===== src/rtl/pipe_skid_reg_if.sv =====
// Handshake bundle for pipe_skid_reg.
// master : upstream/downstream driver side (drives in_valid, in_data, out_ready,
//          flush, cnt_clr; observes in_ready, out_valid, out_data, counters)
// slave  : the pipeline stage itself (opposite directions)
interface pipe_skid_reg_if #(
    parameter int unsigned DATA_W = 64,
    parameter int unsigned CNT_W  = 16
);
    logic              in_valid;
    logic [DATA_W-1:0] in_data;
    logic              in_ready;
    logic              out_valid;
    logic [DATA_W-1:0] out_data;
    logic              out_ready;
    logic              flush;
    logic              cnt_clr;
    logic [CNT_W-1:0]  stall_cnt;
    logic [CNT_W-1:0]  flush_cnt;

    modport master (
        output in_valid, in_data, out_ready, flush, cnt_clr,
        input  in_ready, out_valid, out_data, stall_cnt, flush_cnt
    );

    modport slave (
        input  in_valid, in_data, out_ready, flush, cnt_clr,
        output in_ready, out_valid, out_data, stall_cnt, flush_cnt
    );
endinterface


===== src/rtl/pipe_skid_reg.sv =====
// Pipeline register with a one-entry skid buffer, flush and stall/flush
// statistics counters.
// Ports:
//   clk        rising-edge clock
//   rst        asynchronous active-high reset
//   bus.slave  in_valid/in_data/in_ready (upstream), out_valid/out_data/
//              out_ready (downstream), flush, cnt_clr, stall_cnt, flush_cnt
// All outputs come straight from flops; payload flops hold BUBBLE_VAL
// whenever their valid bit is clear, so out_data needs no output mux.
module pipe_skid_reg #(
    parameter int unsigned       DATA_W     = 64,
    parameter logic [DATA_W-1:0] BUBBLE_VAL = '0,
    parameter int unsigned       CNT_W      = 16
) (
    input logic            clk,
    input logic            rst,
    pipe_skid_reg_if.slave bus
);
    localparam logic [CNT_W-1:0] CNT_MAX = '1;

    logic              main_valid, main_valid_n;
    logic [DATA_W-1:0] main_data,  main_data_n;
    logic              skid_valid, skid_valid_n;
    logic [DATA_W-1:0] skid_data,  skid_data_n;
    logic              in_ready_q, in_ready_n;
    logic [CNT_W-1:0]  stall_cnt_q, stall_cnt_n;
    logic [CNT_W-1:0]  flush_cnt_q, flush_cnt_n;

    logic accept;
    logic send;

    assign accept = bus.in_valid && in_ready_q;
    assign send   = main_valid && bus.out_ready;

    // State registers
    always_ff @(posedge clk or posedge rst) begin
        if (rst) begin
            main_valid  <= 1'b0;
            main_data   <= BUBBLE_VAL;
            skid_valid  <= 1'b0;
            skid_data   <= BUBBLE_VAL;
            in_ready_q  <= 1'b1;
            stall_cnt_q <= '0;
            flush_cnt_q <= '0;
        end else begin
            main_valid  <= main_valid_n;
            main_data   <= main_data_n;
            skid_valid  <= skid_valid_n;
            skid_data   <= skid_data_n;
            in_ready_q  <= in_ready_n;
            stall_cnt_q <= stall_cnt_n;
            flush_cnt_q <= flush_cnt_n;
        end
    end

    // Datapath next state
    always_comb begin
        main_valid_n = main_valid;
        main_data_n  = main_data;
        skid_valid_n = skid_valid;
        skid_data_n  = skid_data;

        if (bus.flush) begin
            main_valid_n = 1'b0;
            main_data_n  = BUBBLE_VAL;
            skid_valid_n = 1'b0;
            skid_data_n  = BUBBLE_VAL;
        end else if (!main_valid) begin
            // skid is never occupied while main is empty
            if (accept) begin
                main_valid_n = 1'b1;
                main_data_n  = bus.in_data;
            end
        end else if (send) begin
            if (accept) begin
                // accept implies skid empty, so the new beat goes straight to main
                main_data_n = bus.in_data;
            end else if (skid_valid) begin
                main_data_n  = skid_data;
                skid_valid_n = 1'b0;
                skid_data_n  = BUBBLE_VAL;
            end else begin
                main_valid_n = 1'b0;
                main_data_n  = BUBBLE_VAL;
            end
        end else if (accept) begin
            skid_valid_n = 1'b1;
            skid_data_n  = bus.in_data;
        end

        // registered ready: low exactly while skid will hold a beat
        in_ready_n = !skid_valid_n;
    end

    // Saturating statistics counters; clear wins over increment
    always_comb begin
        stall_cnt_n = stall_cnt_q;
        flush_cnt_n = flush_cnt_q;

        if (bus.cnt_clr) begin
            stall_cnt_n = '0;
            flush_cnt_n = '0;
        end else begin
            if (main_valid && !bus.out_ready && !bus.flush && (stall_cnt_q != CNT_MAX)) begin
                stall_cnt_n = stall_cnt_q + CNT_W'(1);
            end
            if (bus.flush && (main_valid || skid_valid) && (flush_cnt_q != CNT_MAX)) begin
                flush_cnt_n = flush_cnt_q + CNT_W'(1);
            end
        end
    end

    assign bus.in_ready  = in_ready_q;
    assign bus.out_valid = main_valid;
    assign bus.out_data  = main_data;
    assign bus.stall_cnt = stall_cnt_q;
    assign bus.flush_cnt = flush_cnt_q;
endmodule


===== src/flat_wrapper.sv =====
// flat-port wrapper written by rule: the top's interface ports become plain ports
module pipe_skid_reg_flat 
#(
    parameter int unsigned       DATA_W     = 64,
    parameter logic [DATA_W-1:0] BUBBLE_VAL = '0,
    parameter int unsigned       CNT_W      = 16
)
  (clk, rst, bus_in_valid, bus_in_data, bus_out_ready, bus_flush, bus_cnt_clr, bus_in_ready, bus_out_valid, bus_out_data, bus_stall_cnt, bus_flush_cnt);
  pipe_skid_reg_if #(.DATA_W(DATA_W), .CNT_W(CNT_W)) bus_i ();
  input logic clk;
  input logic rst;
  input wire logic [$bits(bus_i.in_valid)-1:0] bus_in_valid;
  input wire logic [$bits(bus_i.in_data)-1:0] bus_in_data;
  input wire logic [$bits(bus_i.out_ready)-1:0] bus_out_ready;
  input wire logic [$bits(bus_i.flush)-1:0] bus_flush;
  input wire logic [$bits(bus_i.cnt_clr)-1:0] bus_cnt_clr;
  output wire logic [$bits(bus_i.in_ready)-1:0] bus_in_ready;
  output wire logic [$bits(bus_i.out_valid)-1:0] bus_out_valid;
  output wire logic [$bits(bus_i.out_data)-1:0] bus_out_data;
  output wire logic [$bits(bus_i.stall_cnt)-1:0] bus_stall_cnt;
  output wire logic [$bits(bus_i.flush_cnt)-1:0] bus_flush_cnt;
  assign bus_i.in_valid = bus_in_valid;
  assign bus_i.in_data = bus_in_data;
  assign bus_i.out_ready = bus_out_ready;
  assign bus_i.flush = bus_flush;
  assign bus_i.cnt_clr = bus_cnt_clr;
  assign bus_in_ready = bus_i.in_ready;
  assign bus_out_valid = bus_i.out_valid;
  assign bus_out_data = bus_i.out_data;
  assign bus_stall_cnt = bus_i.stall_cnt;
  assign bus_flush_cnt = bus_i.flush_cnt;
  pipe_skid_reg #(.DATA_W(DATA_W), .BUBBLE_VAL(BUBBLE_VAL), .CNT_W(CNT_W)) u_core (.clk(clk), .rst(rst), .bus(bus_i));
endmodule

===== config.mk =====
export PLATFORM = sky130hd
export DESIGN_NAME = pipe_skid_reg_flat
export DESIGN_NICKNAME = d
export VERILOG_FILES = /design/src/rtl/pipe_skid_reg_if.sv /design/src/rtl/pipe_skid_reg.sv /design/src/flat_wrapper.sv
export SDC_FILE = /design/constraint.sdc
export NUM_CORES = 1
export LEC_CHECK = 0
export ABC_CLOCK_PERIOD_IN_PS = 7200
export CORE_ASPECT_RATIO = 1.25
export CORE_UTILIZATION = 30
export DETAILED_ROUTE_END_ITERATION = 8
export PLACE_DENSITY_LB_ADDON = 0.25
export SLEW_MARGIN = 5
export SYNTH_ARGS = -nofsm -noshare
export SYNTH_HDL_FRONTEND = slang
export SYNTH_SLANG_ARGS = --single-unit

===== constraint.sdc =====
create_clock -name clk -period 7.2 [get_ports clk]
set_input_delay 0.72 -clock clk [delete_from_list [all_inputs] [get_ports clk]]
set_output_delay 0.72 -clock clk [all_outputs]
set_load 0.03 [all_outputs]

== Word-level counts from Yosys, hierarchy flattened ==
Cells that the tools add are included.

* Input bits: 70
* Bits in registers: 163
* Output and inout port bits: 98

* Muxes and demuxes: 26
* $add $sub $neg: 2
* Eq/ne operators: 4
* Reduce and logical (&&, ||, !) cells: 19

{| class="wikitable"
|+ Operator list
! cell !! number
|-
| 64-bit two-way mux || 11
|-
| 16-bit two-way mux || 4
|-
| 16-bit by 1-bit adder with 16-bit output, second input constant || 2
|-
| 16-bit inequality test, second input constant || 2
|-
| 1-bit two-way mux || 11
|-
| 3-bit nonzero test || 3
|-
| 1-bit logical AND || 7
|-
| 3-bit inequality test, second input constant || 2
|-
| 2-bit nonzero test || 3
|-
| 4-bit AND reduction || 1
|-
| 1-bit logical NOT || 3
|-
| 2-bit AND reduction || 1
|-
| 1-bit logical OR || 1
|}

== Longest topological paths before layout ==
Gate-level depths: netlist of the first run.

* Depth in word-level cells: 6
* Gate-level depth with buffers: 7
* Depth with buffers taken out: 5

== Least setup slack after synthesis of the first run ==
OpenSTA, ideal clock, no wires.

* Path kind: input-to-reg
* From: in bus_flush
* To: reg u_core.flush_cnt_q[15], in the netlist u_core.bus.flush_cnt[15]
* Arrival time: 1,989 ps
* Library setup time: 125 ps
* Path slack: 5,086 ps
* Cell stages on the path: 6
* Required time: 7,075 ps
* Path buffers: 2
* Cell sequence: buf_4 > o21a_2 > nand4_1 > clkbuf_1 > nor4b_1 > mux2_2

* Word-level cells in the longest chain between the ends: 3

{| class="wikitable"
|+ RTL lines
! what !! line !! RTL
|-
| start, declared || flat_wrapper.sv:15 || <nowiki>input wire logic [$bits(bus_i.flush)-1:0] bus_flush;</nowiki>
|-
| 1-bit logical AND (2 in a row) || pipe_skid_reg.sv:107 || <nowiki>if (bus.flush && (main_valid || skid_valid) && (flush_cnt_q != CNT_MAX)) begin</nowiki>
|-
| 2-bit nonzero test (no source line) || n/a ||
|-
| end signal, assigned || pipe_skid_reg.sv:52 || <nowiki>flush_cnt_q <= flush_cnt_n;</nowiki>
|-
| end, declared || pipe_skid_reg.sv:27 || <nowiki>logic [CNT_W-1:0] flush_cnt_q, flush_cnt_n;</nowiki>
|}

Every way passes these cells.
A chain may end at the register's enable or synchronous reset.

== Worst setup path after layout of the first run ==
* From: in bus_flush
* To: reg u_core.skid_data[59]

* Word-level cells in the longest chain between the ends: 2
* Elaborated cells between the ends (all ways): 6
* Those cells by class: 1 x eq/ne; 1 x mux; 4 x reduce/logical

{| class="wikitable"
|+ RTL lines
! what !! line !! RTL
|-
| 3-bit inequality test (no source line) (tied with other cells) || n/a ||
|-
| 4-bit AND reduction (no source line) || n/a ||
|-
| end signal, assigned || pipe_skid_reg.sv:49 || <nowiki>skid_data <= skid_data_n;</nowiki>
|-
| end, declared || pipe_skid_reg.sv:24 || <nowiki>logic [DATA_W-1:0] skid_data, skid_data_n;</nowiki>
|}

Parallel ways exist; a longest one is shown, timed or not.

==> results of run 1 <==
## synthesized netlist by cell type, drive strengths merged, types with 10 or more instances
library cell and count:
a21oi 90, a22o 64, and3 68, buf 15
clkbuf 37, dfrtp 162, nand2 14, nand4 11
nor2 10, o21ai 13, o2bb2ai 64, o31ai 10
or3 10, or4 11
## through the flow
stage / cell area (µm²) / setup slack, ps / utilization (%)
finish: 9730 / 4550 / 41.1
global route: 9730 / 4390 / 41.1
CTS: 9730 / 4570 / 41.1
detailed placement: 9160 / 4120 / 38.7
global placement: 9160 / 4150 / 38.7
floorplan: 7220 / 2080 / -
## registers in the layout (all words and copies together), names as in the netlist
signal                flops
u_core.skid_valid         1
u_core.skid_data         64
u_core.bus.in_ready       1
u_core.bus.out_data      64
u_core.bus.stall_cnt     16
u_core.bus.out_valid      1
u_core.bus.flush_cnt     16
## report_power, final
part | switching, mW | leakage, nW | internal (mW) | total [mW]
sequential | 0.0253 | 2.23 | 0.954 | 0.979
combinational | 0.189 | 1.73 | 0.121 | 0.310
clock | 0.416 | 0.281 | 0.488 | 0.904
total | 0.630 | 4.25 | 1.56 | 2.19
## logic make-up after synthesis
logic type               count (synthesis)
multiplexers                             6
buffers and inverters                   57
AO/OA/AOI/OAI                          251
AND/OR/NAND/NOR                        154
flip-flops                             163
XOR/XNOR                                 3
adder cells (fa/ha/maj)                  2
## cell type report
class	instances	share of cell area [%]
clock inverter	15	1.50
sequential	163	41.9
tap	292	3.75
multi-input combinational	416	30.3
clock buffer	17	4.37
timing repair buffer	176	17.9
inverter	5	0.244
## metal layers
layer / routed length (µm) / up-vias
li1: - / 2741
met1: 9930 / 3014
met2: 9890 / 163
met3: 1270 / 6
met4: 138 / 0
met5: 0 / -
## final timing paths
| kind | start | end | slack (ps) |
|---|---|---|---|
| min in group asynchronous | rst | u_core.bus.out_data[23] | 820 |
| worst min register to register | u_core.bus.out_data[63] | u_core.bus.out_data[63] | 490 |
| worst min-delay path | u_core.bus.out_data[63] | u_core.bus.out_data[63] | 490 |
| max in group asynchronous | rst | u_core.skid_valid | 4760 |
| worst max register to register | u_core.bus.out_valid | u_core.skid_data[59] | 4910 |
| worst max-delay path | bus_flush | u_core.skid_data[59] | 4550 |
## cell usage in the layout, fill, tap and decap left out, types with 2 or more instances in the layout
cell,n
inv_6,7
nand2_1,13
clkinvlp_4,2
and3_1,68
clkbuf_16,17
nand3_1,8
ha_1,2
or3_1,10
nor2_1,9
buf_4,9
nor2b_1,4
inv_1,4
mux2_2,2
and4_1,4
o31ai_1,10
nand2b_1,2
o21ai_0,13
o2bb2ai_1,64
nand4_1,9
dfrtp_1,161
or2_2,2
inv_8,3
mux2i_1,3
clkdlybuf4s50_1,167
nor3_1,2
or4_1,11
a21oi_1,89
xor2_1,3
clkinv_2,3
a22o_1,64
## critical path, cell delays in order
cell and delay, ps:
clkdlybuf4s50_1 620, nor3b_4 510, nor2b_4 220, buf_4 600, a22o_1 240
==> flow_metrics.py, run 1 <==
metrics = {
    "status": {
        "status": "finished clean",
    },
    "timing": {
        "holdWs_ps": 488,
        "fin_skew_ps": 10.6,
        "rsz0062_at_grt": "no",
        "tns_ps": 0,
        "hold_viol_final": 0,
        "relSlewSlack_pct": 35.6,
        "min_period_ps": 2650,
        "min_period_over_period_pct": 36.9,
        "worstMarginPinSlew_ps": 966,
        "fmax_mhz": 377,
        "setup_viol": 0,
        "final_max_slew_viol_count": 0,
    },
    "logic_synthesis": {
        "synth_area_mm2": 0.00722,
        "synthArstFlopShare_pct": 100,
        "synth_mux_area_share_pct": 0.884,
        "synthFlopType": "dfrtp_1",
        "synth_edf_count": 0,
        "synth_cell_types": 48,
        "synth_top_family_by_area": "compound AO/OA/AOI/OAI gates",
        "synth_compound_area_share_pct": 25.2,
        "synth_top_area_cell": "dfrtp_1",
        "synth.area.top_cells": "dfrtp_1 (56%), a22o_1 (7.8%), o2bb2ai_1 (7.8%)",
        "syn_inst": 636,
        "ys_ff_latch": 163,
        "synth-simple-area-share_pct": 13.5,
        "syn_area_per_cell_um2": 11.4,
        "synthXorXnorAreaFrac_pct": 0.364,
        "synthDominantCellAreaShare_pct": 56.1,
        "yosys_warnings": 0,
        "syn_nets": 708,
        "ys_seq_area_share_pct": 56.5,
        "synth_fa_ha_area_share_pct": 0.347,
    },
    "drt": {
        "routed_via_density": 5.46,
        "wl_per_cell_um": 19.6,
        "totalWireLength_um": 21200,
        "drt_iter0_markers": 360,
        "num_vias": 5924,
        "antenna_left": 0,
        "drcViolationCount": 0,
        "drtPass1Iterations": 4,
    },
    "final_layout": {
        "num_antenna_cells": 0,
        "area_delta_synth_final_pct": 34.8,
        "fillers": 2261,
        "fin_nets": 851,
        "drive_gt1_share_pct": 7.83,
        "layout.area.seq_mm2": 0.00408,
        "multi_input_area_mm2": 0.00295,
        "stdcell_count": 1084,
    },
    "min_path": {
        "hold_path_depth": 1,
        "hp-class": "reg -> reg",
    },
    "floorplanning": {
        "fp-row-count": 63,
        "die_h_um": 175,
        "die_area_mm2": 0.0247,
        "die_width_um": 141,
        "start_util_pct": 30.5,
        "io_pins": 168,
        "core_area_mm2": 0.0236,
    },
    "power_and_ir_drop": {
        "power_mw": 2.19,
        "p_per_area_mw_per_mm2": 225,
        "vdd_ir_drop_max_v": 0.000154,
        "leakage_nw": 4.25,
    },
    "critical_path": {
        "crit_arrival_ps": 3010,
        "worstSetupPathType": "in -> reg",
        "reg2reg_depth": 4,
        "startpoint_type": "input pin",
        "crit_required_ps": 7550,
        "critPathMaxFanout": 64,
        "endpoint_kind": "flip-flop",
    },
    "grt": {
        "grt_start_max_net_pins": 93,
        "grt_use_total_pct": 17.7,
        "antenna_found_initial": 0,
        "grt_pass1_vias": 6089,
        "use_met2_pct": 27.8,
        "gr-total-overflow": 0,
        "use_met1_pct": 24.5,
        "grt_pass1_wl_um": 34700,
        "grt_use_met3_pct": 4.83,
        "grt_busiest_layer": "met2",
    },
    "clock_tree": {
        "cts_buffer_depth": 2,
        "clk_latency_ps": 430,
        "path_clk_slew_ps": 70,
        "htreeDepth": 4,
        "cts_root_buffer": "clkbuf_16",
        "postCtsSetupRepairBufs": 0,
        "cts_tree": "built",
        "clock_sinks": 163,
        "cts.repair.resized": 0,
        "ctsHoldBuffers": 0,
        "cts_made_buffers": 17,
    },
    "placement": {
        "routabilityCongestion": 0.804,
        "dp_hpwl_um": 11800,
        "place_inst": 1052,
        "port_buffers": 167,
    },
    "run": {
        "cap_violations": 0,
    },
}
(Power assumes the default switching activity.)
==> run 2: changes to the inputs <==
--- a/config.mk
+++ b/config.mk
@@ -5,7 +5,7 @@
 export SDC_FILE = /design/constraint.sdc
 export NUM_CORES = 1
 export LEC_CHECK = 0
-export ABC_CLOCK_PERIOD_IN_PS = 7200
+export ABC_CLOCK_PERIOD_IN_PS = 2700
 export CORE_ASPECT_RATIO = 1.25
 export CORE_UTILIZATION = 30
 export DETAILED_ROUTE_END_ITERATION = 8
==> constraint.sdc (replaced) <==
create_clock -name clk -period 2.7 [get_ports clk]
set_input_delay 0.27 -clock clk [delete_from_list [all_inputs] [get_ports clk]]
set_output_delay 0.27 -clock clk [all_outputs]
set_load 0.03 [all_outputs]
==> run 2 against run 1 <==
  * Sequential power increased to 2.7 times the previous value
  * Total power increased to 2.8 times the previous value
  * First-iteration DRC count increased by 11%
  * Wire length decreased by 2.7%
  * Sequential share of layout area decreased by 0.88 points
  * Largest cell class unchanged
  * Largest power group is now the clock network
==> flow_metrics.py, run 2 (synthesis results as in run 1) <==
metrics = {
    "status": {
        "status": "finished clean",
    },
    "clock_tree": {
        "path_clk_slew_ps": 70,
        "clock_sinks": 163,
        "cts_root_buffer": "clkbuf_16",
        "cts_tree": "built",
        "cts_made_buffers": 17,
        "postCtsSetupRepairBufs": 0,
        "htreeDepth": 4,
        "cts.repair.resized": 0,
        "cts_buffer_depth": 2,
        "ctsHoldBuffers": 0,
        "clk_latency_ps": 420,
    },
    "drt": {
        "antenna_left": 0,
        "wl_per_cell_um": 18.9,
        "drt_iter0_markers": 400,
        "num_vias": 5865,
        "routed_via_density": 5.38,
        "totalWireLength_um": 20600,
        "drtPass1Iterations": 5,
        "drcViolationCount": 0,
    },
    "final_layout": {
        "layout_common_cells": "clkdlybuf4s50_1 (167), dfrtp_1 (161), a21oi_1 (89), and3_1 (68)",
        "final_core_util_pct": 42.0,
        "num_antenna_cells": 0,
        "drive_gt1_share_pct": 8.51,
        "layout_commonest_cell": "clkdlybuf4s50_1",
        "stdcell_count": 1091,
        "final_area_mm2": 0.00994,
        "fin_nets": 858,
        "area_delta_synth_final_pct": 37.7,
    },
    "floorplanning": {
        "io_pins": 168,
        "fp-row-count": 63,
        "die_width_um": 141,
        "die_h_um": 175,
        "die_area_mm2": 0.0247,
        "core_area_mm2": 0.0236,
        "start_util_pct": 30.5,
    },
    "placement": {
        "postPlaceCellArea_mm2": 0.00931,
        "port_buffers": 167,
        "place_inst": 1059,
        "post-place-ws_ps": 303,
        "routabilityCongestion": 0.813,
        "dp_hpwl_um": 12100,
    },
    "critical_path": {
        "crit_path_max_incr_delay_ps": 690,
        "regToRegSetupSlack_ps": 570,
        "crit_family": "compound AO/OA/AOI/OAI gates",
        "r2r_start": "u_core.bus.in_ready",
        "rr_endpoint": "u_core.skid_data[15]",
        "worstSetupPathType": "reg -> reg",
        "crit_arrival_ps": 2480,
        "critPathMaxFanout": 40,
        "path_buf_inv": 1,
        "crit_required_ps": 3050,
        "startpoint_type": "flip-flop",
        "endpoint_kind": "flip-flop",
        "reg2reg_depth": 5,
        "cp_slowest_cell": "a21oi_4",
        "crit_path_cell_trace": "nand2_1 -> mux2i_1 -> a21oi_4 -> buf_12 -> a22o_1",
    },
    "timing": {
        "fin_skew_ps": 11.4,
        "setup_viol": 0,
        "fmax_mhz": 470,
        "holdWs_ps": 352,
        "min_period_over_period_pct": 78.8,
        "final_max_slew_viol_count": 0,
        "min_period_ps": 2130,
        "hold_viol_final": 0,
        "relSlewSlack_pct": 45.2,
        "rsz0062_at_grt": "no",
        "worstMarginPinSlew_ps": 821,
        "tns_ps": 0,
        "layout_setup_ws_ps": 573,
    },
    "grt": {
        "antenna_found_initial": 0,
        "grt_start_max_net_pins": 110,
        "gr-total-overflow": 0,
        "grt_use_total_pct": 17.4,
        "grt_pass1_wl_um": 33600,
        "grt_pass1_vias": 5904,
    },
    "power_and_ir_drop": {
        "vdd_ir_drop_max_v": 0.000423,
        "p_per_area_mw_per_mm2": 613,
        "power_mw": 6.09,
        "leakage_nw": 4.34,
    },
    "min_path": {
        "hp-class": "in -> async",
    },
    "run": {
        "cap_violations": 0,
    },
}
-- run 2: routing by layer --
| metal | vias up | part of all wire (%) | global-route usage, % |
|---|---|---|---|
| met5 | - | 0 | 0 |
| met4 | 0 | 0.94 | 5.03 |
| met3 | 14 | 5.4 | 4.17 |
| met2 | 155 | 46 | 26.9 |
| met1 | 2925 | 48 | 24.1 |
| li1 | 2771 | - | - |
-- run 2: worst register-to-register path: stages, from the launching register on --
cell	delay (ps)
dfstp_2	580
nand2_1	100
mux2i_1	170
a21oi_4	690
buf_12	310
a22o_1	220
-- run 2: worst max path at each step --
stage	startpoint	endpoint	slack, ps	cells after the start
2_1_floorplan	rst	u_core.bus.flush_cnt[0]	360	1
4_1_cts	u_core.bus.in_ready	u_core.skid_data[63]	570	5
5_1_grt	u_core.skid_valid	u_core.skid_data[60]	410	5
6_report	u_core.bus.in_ready	u_core.skid_data[15]	570	5
3_5_place_dp	bus_in_valid	u_core.skid_data[1]	300	6
3_3_place_gp	bus_in_valid	u_core.skid_data[50]	330	6
-- run 2: report_power, final --
group          internal (mW)  switching, mW
clock                   1.52           1.11
combinational          0.347          0.499
sequential              2.54         0.0714
-- run 2: layout make-up --
class / instances / area (µm²)
Clock buffer: 19 / 443
Clock inverter: 13 / 186
Fill cell: 2263 / 13700
Inverter: 5 / 22.5
Multi-Input combinational cell: 416 / 2950
Sequential cell: 163 / 4080
Tap cell: 292 / 365
Timing Repair Buffer: 183 / 1890
